$ cat src/rtl/line_burst_adapter_pkg.sv
// Shared cache datapath types: line/beat geometry and the burst adapter state encoding.
package cache_types;
  localparam int unsigned LINE_WIDTH = 256;
  localparam int unsigned BEAT_WIDTH = 64;
  localparam int unsigned BEATS      = LINE_WIDTH / BEAT_WIDTH;

  typedef logic [LINE_WIDTH-1:0] line_t;
  typedef logic [BEAT_WIDTH-1:0] beat_t;

  typedef enum logic [1:0] {
    ST_IDLE,
    ST_READ,
    ST_WRITE,
    ST_DONE
  } adapter_state_e;
endpackage

$ cat src/rtl/line_burst_adapter_if.sv
// Cache-side line port plus memory-side burst port of the line burst adapter.
interface line_burst_adapter_if
  import cache_types::*;
#(
  parameter int unsigned ADDR_WIDTH = 32
) ();
  logic                  line_read_i;
  logic                  line_write_i;
  logic [ADDR_WIDTH-1:0] line_addr_i;
  line_t                 line_wdata_i;
  line_t                 line_rdata_o;
  logic                  line_resp_o;

  logic [ADDR_WIDTH-1:0] mem_addr_o;
  logic                  mem_read_o;
  logic                  mem_write_o;
  beat_t                 mem_wdata_o;
  beat_t                 mem_rdata_i;
  logic                  mem_resp_i;

  // Adapter view.
  modport slave (
    input  line_read_i, line_write_i, line_addr_i, line_wdata_i,
    output line_rdata_o, line_resp_o,
    output mem_addr_o, mem_read_o, mem_write_o, mem_wdata_o,
    input  mem_rdata_i, mem_resp_i
  );

  // Cache/memory side view.
  modport master (
    output line_read_i, line_write_i, line_addr_i, line_wdata_i,
    input  line_rdata_o, line_resp_o,
    input  mem_addr_o, mem_read_o, mem_write_o, mem_wdata_o,
    output mem_rdata_i, mem_resp_i
  );
endinterface

$ cat src/rtl/line_burst_adapter.sv
// Converts single-cycle cache line reads/writes into 4-beat memory bursts
// and returns a one-cycle completion pulse to the cache.
module line_burst_adapter
  import cache_types::*;
#(
  parameter int unsigned LINE_WIDTH = cache_types::LINE_WIDTH,
  parameter int unsigned BEAT_WIDTH = cache_types::BEAT_WIDTH,
  parameter int unsigned ADDR_WIDTH = 32
) (
  input logic            clk,
  input logic            rst,
  line_burst_adapter_if.slave bus
);
  localparam int unsigned BEATS_L = LINE_WIDTH / BEAT_WIDTH;
  localparam int unsigned CNT_W   = $clog2(BEATS_L);
  localparam int unsigned OFF_W   = $clog2(LINE_WIDTH / 8);
  localparam logic [CNT_W-1:0]      LAST_BEAT = CNT_W'(BEATS_L - 1);
  localparam logic [ADDR_WIDTH-1:0] ADDR_MASK = ~ADDR_WIDTH'((64'd1 << OFF_W) - 64'd1);

  adapter_state_e          state;
  logic [CNT_W-1:0]        cnt;
  logic [LINE_WIDTH-1:0]   wbuf;
  logic [LINE_WIDTH-1:0]   rbuf;
  logic [LINE_WIDTH-1:0]   rbuf_next;
  logic [LINE_WIDTH-1:0]   rdata_q;
  logic [ADDR_WIDTH-1:0]   addr_q;
  logic                    rd_q;
  logic                    wr_q;
  logic                    resp_q;

  // Fill buffer with the current beat merged in, so the final beat lands
  // in line_rdata_o on the same edge that raises line_resp_o.
  always_comb begin
    rbuf_next = rbuf;
    rbuf_next[cnt*BEAT_WIDTH +: BEAT_WIDTH] = bus.mem_rdata_i;
  end

  always_ff @(posedge clk) begin
    if (rst) begin
      state   <= ST_IDLE;
      cnt     <= '0;
      wbuf    <= '0;
      rbuf    <= '0;
      rdata_q <= '0;
      addr_q  <= '0;
      rd_q    <= 1'b0;
      wr_q    <= 1'b0;
      resp_q  <= 1'b0;
    end else begin
      case (state)
        ST_IDLE: begin
          if (bus.line_write_i) begin
            addr_q <= bus.line_addr_i & ADDR_MASK;
            wbuf   <= bus.line_wdata_i;
            cnt    <= '0;
            wr_q   <= 1'b1;
            state  <= ST_WRITE;
          end else if (bus.line_read_i) begin
            addr_q <= bus.line_addr_i & ADDR_MASK;
            cnt    <= '0;
            rd_q   <= 1'b1;
            state  <= ST_READ;
          end
        end
        ST_READ: begin
          if (bus.mem_resp_i) begin
            rbuf <= rbuf_next;
            if (cnt == LAST_BEAT) begin
              rdata_q <= rbuf_next;
              rd_q    <= 1'b0;
              resp_q  <= 1'b1;
              cnt     <= '0;
              state   <= ST_DONE;
            end else begin
              cnt <= cnt + CNT_W'(1);
            end
          end
        end
        ST_WRITE: begin
          if (bus.mem_resp_i) begin
            if (cnt == LAST_BEAT) begin
              wr_q   <= 1'b0;
              resp_q <= 1'b1;
              cnt    <= '0;
              state  <= ST_DONE;
            end else begin
              cnt <= cnt + CNT_W'(1);
            end
          end
        end
        ST_DONE: begin
          resp_q <= 1'b0;
          state  <= ST_IDLE;
        end
        default: state <= ST_IDLE;
      endcase
    end
  end

  always_comb begin
    bus.mem_wdata_o = '0;
    if (state == ST_WRITE) bus.mem_wdata_o = wbuf[cnt*BEAT_WIDTH +: BEAT_WIDTH];
  end

  assign bus.mem_addr_o   = addr_q;
  assign bus.mem_read_o   = rd_q;
  assign bus.mem_write_o  = wr_q;
  assign bus.line_resp_o  = resp_q;
  assign bus.line_rdata_o = rdata_q;
endmodule

$ cat src/flat_wrapper.sv
// flat-port wrapper written by rule: the top's interface ports become plain ports
module line_burst_adapter_flat import cache_types::*;
#(
  parameter int unsigned LINE_WIDTH = cache_types::LINE_WIDTH,
  parameter int unsigned BEAT_WIDTH = cache_types::BEAT_WIDTH,
  parameter int unsigned ADDR_WIDTH = 32
)
  (clk, rst, bus_line_read_i, bus_line_write_i, bus_line_addr_i, bus_line_wdata_i, bus_line_rdata_o, bus_line_resp_o, bus_mem_addr_o, bus_mem_read_o, bus_mem_write_o, bus_mem_wdata_o, bus_mem_rdata_i, bus_mem_resp_i);
  line_burst_adapter_if #(.ADDR_WIDTH(ADDR_WIDTH)) bus_i ();
  input logic clk;
  input logic rst;
  input wire logic [$bits(bus_i.line_read_i)-1:0] bus_line_read_i;
  input wire logic [$bits(bus_i.line_write_i)-1:0] bus_line_write_i;
  input wire logic [$bits(bus_i.line_addr_i)-1:0] bus_line_addr_i;
  input wire logic [$bits(bus_i.line_wdata_i)-1:0] bus_line_wdata_i;
  output wire logic [$bits(bus_i.line_rdata_o)-1:0] bus_line_rdata_o;
  output wire logic [$bits(bus_i.line_resp_o)-1:0] bus_line_resp_o;
  output wire logic [$bits(bus_i.mem_addr_o)-1:0] bus_mem_addr_o;
  output wire logic [$bits(bus_i.mem_read_o)-1:0] bus_mem_read_o;
  output wire logic [$bits(bus_i.mem_write_o)-1:0] bus_mem_write_o;
  output wire logic [$bits(bus_i.mem_wdata_o)-1:0] bus_mem_wdata_o;
  input wire logic [$bits(bus_i.mem_rdata_i)-1:0] bus_mem_rdata_i;
  input wire logic [$bits(bus_i.mem_resp_i)-1:0] bus_mem_resp_i;
  assign bus_i.line_read_i = bus_line_read_i;
  assign bus_i.line_write_i = bus_line_write_i;
  assign bus_i.line_addr_i = bus_line_addr_i;
  assign bus_i.line_wdata_i = bus_line_wdata_i;
  assign bus_line_rdata_o = bus_i.line_rdata_o;
  assign bus_line_resp_o = bus_i.line_resp_o;
  assign bus_mem_addr_o = bus_i.mem_addr_o;
  assign bus_mem_read_o = bus_i.mem_read_o;
  assign bus_mem_write_o = bus_i.mem_write_o;
  assign bus_mem_wdata_o = bus_i.mem_wdata_o;
  assign bus_i.mem_rdata_i = bus_mem_rdata_i;
  assign bus_i.mem_resp_i = bus_mem_resp_i;
  line_burst_adapter #(.LINE_WIDTH(LINE_WIDTH), .BEAT_WIDTH(BEAT_WIDTH), .ADDR_WIDTH(ADDR_WIDTH)) u_core (.clk(clk), .rst(rst), .bus(bus_i));
endmodule
$ cat config.mk
export PLATFORM = sky130hd
export DESIGN_NAME = line_burst_adapter_flat
export DESIGN_NICKNAME = d
export VERILOG_FILES = /design/src/rtl/line_burst_adapter_pkg.sv /design/src/rtl/line_burst_adapter_if.sv /design/src/rtl/line_burst_adapter.sv /design/src/flat_wrapper.sv
export SDC_FILE = /design/constraint.sdc
export NUM_CORES = 2
export LEC_CHECK = 0
export CAP_MARGIN = 5
export CORE_ASPECT_RATIO = 1.4
export CORE_MARGIN = 2
export CORE_UTILIZATION = 38
export CTS_CLUSTER_SIZE = 28
export DETAILED_ROUTE_END_ITERATION = 6
export SKIP_CTS_REPAIR_TIMING = 1
export SLEW_MARGIN = 10
export SYNTH_ARGS = -nofsm -noshare
export SYNTH_HDL_FRONTEND = slang
export SYNTH_SLANG_ARGS = --single-unit
$ cat constraint.sdc
create_clock -name clk -period 5.4 [get_ports clk]
set_input_delay 1.08 -clock clk [delete_from_list [all_inputs] [get_ports clk]]
set_output_delay 1.08 -clock clk [all_outputs]
set_load 0.02 [all_outputs]
Word level (Yosys, flattened, before mapping)
Cells that the tools add are included.
{ "totals": {"word_cells": 68, "inputBits": 357, "output_inout_bits": 355, "ff_bits": 807} }
{ "classes": {"n_eq_ne": 14, "shifts": 3, "n_mux": 24, "n_addsub": 2, "n_reduce_logical": 16} }
{ "op_table": {"columns": ["operator", "n"], "rows": [
  ["256-bit bitwise mux", 1],
  ["64-bit by 34-bit variable shift with 256-bit output (first input constant)", 1],
  ["256-bit by 9-bit variable part select with 64-bit output", 1],
  ["64-bit by 34-bit variable part select with 256-bit output", 1],
  ["32-bit 2-to-1 mux", 2],
  ["64-bit 2-to-1 mux", 1],
  ["8-bit negation with 34-bit output", 1],
  ["2-bit 2-to-1 mux", 8],
  ["3-bit AND reduction", 4],
  ["2-bit != test (second input constant)", 5],
  ["2-bit nonzero test", 5],
  ["2-bit by 1-bit != test with 1-bit output (second input constant)", 4],
  ["1-bit 2-to-1 mux", 7],
  ["2-bit equality test (second input constant)", 3],
  ["1-bit case mux with 2 select lines", 3],
  ["2-bit case mux with 3 select lines", 1],
  ["2-bit AND reduction", 3],
  ["5-bit AND reduction", 1],
  ["2-bit case mux with 2 select lines", 1],
  ["4-bit AND reduction", 1],
  ["3-bit != test (second input constant)", 1],
  ["2-bit by 1-bit adder with 2-bit output (second input constant)", 1],
  ["2-bit by 1-bit equality test with 1-bit output (second input constant)", 1],
  ["2-bit logical NOT", 1],
  ["2-bit OR reduction", 1]
]} }

Longest topological paths before layout
{ "depth": {"depth_word": 4, "ltp_mapped": 9, "ltp_nobuf": 5} }

Worst setup path before layout
No wires, ideal clock.
{ "synth_timing": {"path_type": "register -> output", "startpoint": "register u_core.cnt[0]", "endpoint": "output port bus_mem_wdata_o[26]", "path_stages_with_launch": 6, "t_arrival_ns": 1.512, "t_required_ns": 4.320, "path_buffers": 3, "setup_slack_ns": 2.808, "cell_sequence": "dfxtp_1 -> buf_6 -> buf_12 -> buf_12 -> mux4_2 -> and2_1"} }
{ "synth_via": {"elab_chain_len": 2} }
{ "synth_lines": {"columns": ["item", "line_no", "text"], "rows": [
  ["start: declaration", "line_burst_adapter.sv:21", "logic [CNT_W-1:0] cnt;"],
  ["start signal: assignment", "line_burst_adapter.sv:75", "cnt <= cnt + CNT_W'(1);"],
  ["start signal: assignment", "line_burst_adapter.sv:87", "cnt <= cnt + CNT_W'(1);"],
  ["256-bit by 9-bit variable part select with 64-bit output", "line_burst_adapter.sv:102", "if (state == ST_WRITE) bus.mem_wdata_o = wbuf[cnt*BEAT_WIDTH +: BEAT_WIDTH];"],
  ["64-bit 2-to-1 mux", "line_burst_adapter.sv:102", null],
  ["end: declaration", "flat_wrapper.sv:21", "output wire logic [$bits(bus_i.mem_wdata_o)-1:0] bus_mem_wdata_o;"]
]} }
Every way passes these cells.

Worst setup path in the final report
{ "layout_timing": {"startpoint": "register u_core.cnt[0]", "endpoint": "output port bus_mem_wdata_o[44]"} }
The elaborated chain is that of the path after synthesis.

==> summary.md <==
| Metric | Value |
|---|---|
| Clock Pin Slew Worst Setup and Hold Paths | roughly 0.060 ns |
| Critical-path cell list | buf_4, mux4_2, and2_1, clkdlybuf4s50_1 |
| Share of cells above drive strength 1 | 0.0617 |
| Vias per cell | between 5 and 6 |
| Clk_lat worst skew | 0.63 ns |
| WP data arrival | roughly 3.3 ns |
| Initial antenna violation count | 21 |
| CTS max path bufs | 3 |
| Drt drc | 0 |
| CP required | between 4 and 5 ns |
| H-tree depth | 3 |
| Area growth from synthesis to layout | 30.8% |
| Die H | 349 microns |
| Met2 WL | around 54000 microns |
| DRT antenna net count | 0 |
| Pwr/cell area | between 300 and 400 mW/mm^2 |
| Worst-case vdd ir drop | between 0.4 and 0.5 mV |
| Setup-failing EPs final | 0 |
| Global-route wire length before repair | about 170000 microns |
| CTS tree | done |
| RR Endpoint | u_core.rbuf[251] |
| Number of flops mapped to enable cells by yosys | 0 |
| Slowest stage delay, CP | approximately 0.88 ns |
| CTS buffer count | 83 |
| Die Wd | 250 microns |
| Fmax | ~230 MHz |
| Port-buffer cells | ~700 |
| Worst Hold Class | reg2reg |
| Synthesized area per cell | 8.58 sq um |
| Top layer in use | met5 |
| Critical Path Sink | bus_mem_wdata_o[44] |
| Critical Path Source | u_core.cnt[0] |
| Sinks on Clock Net | 802 |
| Post-synth cell types | 45 |
| CP Class | reg2out |
| Fin Clk Skew | roughly 0.016 ns |
| Most common cell after layout, fill and taps aside | dfxtp_1 |
| Sequential area share after synthesis | 0.498 |
| Clock Tree Root | clkbuf_16 |
| Crit path max fanout | 40 |
| Period utilization | 0.806 |
| Final Hold Fails | 0 |
| Gpl congestion | about 0.83 |
| Synth Register Bits | approximately 800 |
| Commonest cells after routing, fill and taps aside | dfxtp_1, clkdlybuf4s50_1, nand2_1 |
| Mapped cell area | ~0.032 sq mm |
| Worst R2R Setup Slack | 2.05 ns |
| Slew HR | 0.253 |
| Die area | between 0.08 and 0.09 sq mm |
| Nets | about 4600 |
| Synthesized instance count | about 3800 |
| Ys Warns | 0 |
| WL met3 | 11100 microns |
| Outcome | completed |
| WL/cell | around 22 microns |
| Detailed placer's ending HPWL | about 70000 microns |
| Core area | between 0.08 and 0.09 sq mm |
| Vias in the first global route | around 28000 |
| Overall via count from detail_route | between 20000 and 30000 |
| DRT met1 WL | roughly 47000 microns |
| GR Overflow Total | 0 |
| Post-synthesis async set-or-reset flop share | 0 |
| Finished Core Util | 0.501 |
| Initial DRC Count | 2351 |
| Worst path slowest cell | dfxtp_4 |
| Synth area leader | dfxtp_1 |
| Min Tclk post-route | between 4 and 5 ns |
| Rows | about 130 |
| Worst-margin pin slew | ~1.1 ns |
| Initial Util | 0.383 |
| Total track usage | 0.255 |
| Routed wire length | between 100000 and 150000 microns |
| FF-to-FF path depth | 6 |
| Slew Limit Fails | 0 |
| Largest cells by area after synthesis | dfxtp_1, nand2_1, a21oi_1 |
| Setup tns final | 0 ns |
| DRT Pass-1 Iters | 5 |
| Top-area cell type share of the netlist area | 0.498 |
| Worst setup SP type | flop |
| Synth Flop Type | dfxtp_1 |
| IO Pins | just over 700 |
| Reg-to-reg critical path startpoint | u_core.cnt[0] |
| Largest net degree at the start of global routing | between 150 and 200 |
| Critical path capture point type | primary output |
| Leak | ~0.015 uW |
| RSZ-0062 raised after global routing | false |
| Max Cap Viol | 0 |
worst max-delay path, delay by kind of cell, from the launching register on:
kind	cells	cell delay [ns]
buffers and inverters	2	0.98
flip-flops	1	0.88
multiplexers	1	0.53
AND/OR/NAND/NOR	1	0.17
routing by layer:
metal | GRT usage | vias to the layer above
met5 | 0 | -
met4 | 0.103 | 18
met3 | 0.0865 | 202
met2 | 0.416 | 1087
met1 | 0.308 | 14100
li1 | - | 14100
cell type report:
cell class / count / area (sq um)
fillers: 8023 / 42000
flip-flops and latches: 802 / 16100
multi-input cells: 2564 / 14400
repair buffers: 743 / 7490
clock buffers: 122 / 2480
well taps: 1088 / 1360
clock inverters: 24 / 315
inverters: 9 / 41.3
diodes: 13 / 32.5
synth_stat cells, types with 2 or more instances:
cell and n:
inv_1 6, buf_4 33, mux4_2 64, a22oi_1 55
clkbuf_1 210, o211ai_1 3, o41ai_1 2, o21ai_0 370
nand2_1 694, ha_1 12, and2_1 65, buf_1 11
a21oi_1 473, nand3b_2 2, inv_2 3, a311oi_1 2
a221oi_1 133, and3_1 2, dfxtp_1 802, a32oi_1 82
buf_2 112, a31oi_1 63, o311ai_0 2, buf_6 15
nand3_1 181, nand2b_1 3, nor2b_1 119, buf_12 4
nor2_1 217
flip-flops by register name, indices dropped and copies added, names as in the netlist:
register and count:
u_core.rbuf 256, u_core.wbuf 256, u_core.bus.line_resp_o 1, u_core.bus.mem_write_o 1, u_core.cnt 2, u_core.bus.mem_read_o 1
u_core.state 2, u_core.bus.line_rdata_o 256, u_core.bus.mem_addr_o 27
worst min path at each step:
| stage | end | from | cells past startpoint |
|---|---|---|---|
| 6_report | u_core.rbuf[130] | u_core.rbuf[130] | 2 |
| 5_1_grt | u_core.rbuf[144] | u_core.rbuf[144] | 2 |
| 4_1_cts | u_core.rbuf[130] | u_core.rbuf[130] | 2 |
| 3_5_place_dp | u_core.rbuf[188] | u_core.rbuf[188] | 2 |
| 3_3_place_gp | u_core.rbuf[156] | u_core.rbuf[156] | 2 |
| 2_1_floorplan | u_core.rbuf[128] | u_core.rbuf[128] | 2 |
through the flow:
step           cells  cell area [sq um]  setup WS [ns]  power, uW  hold slack (ns)
2_1_floorplan   3760              32200           2.81       9290            0.427
5_1_grt         5362              42200          0.846      17100            0.458
4_1_cts         5352              42100          0.945      16500            0.446
3_3_place_gp    5206              39300           1.41      10500            0.433
3_5_place_dp    5206              39300           1.39      10600            0.439
6_report        5365              42200           1.05      16400            0.443
cell families (layout without fill, tap and decap cells):
group           count (synthesis)  in the layout  share of synthesized area
other cells                     1             18                   0.000116
flops                         802            802                      0.498
buf+inv                       394            898                     0.0596
simple gates                 1292           1292                      0.175
compound gates               1190           1190                      0.218
mux                            65             65                     0.0450
fa+ha+maj                      12             12                    0.00466
report_power, final:
part / leakage (uW) / switching [uW] / internal (uW) / total (uW)
combinational: 0.00712 / 2500 / 1310 / 3810
clock: 0.00138 / 2460 / 3470 / 5930
sequential: 0.00650 / 287 / 6340 / 6630
Power figures use the tool's default switching activity.
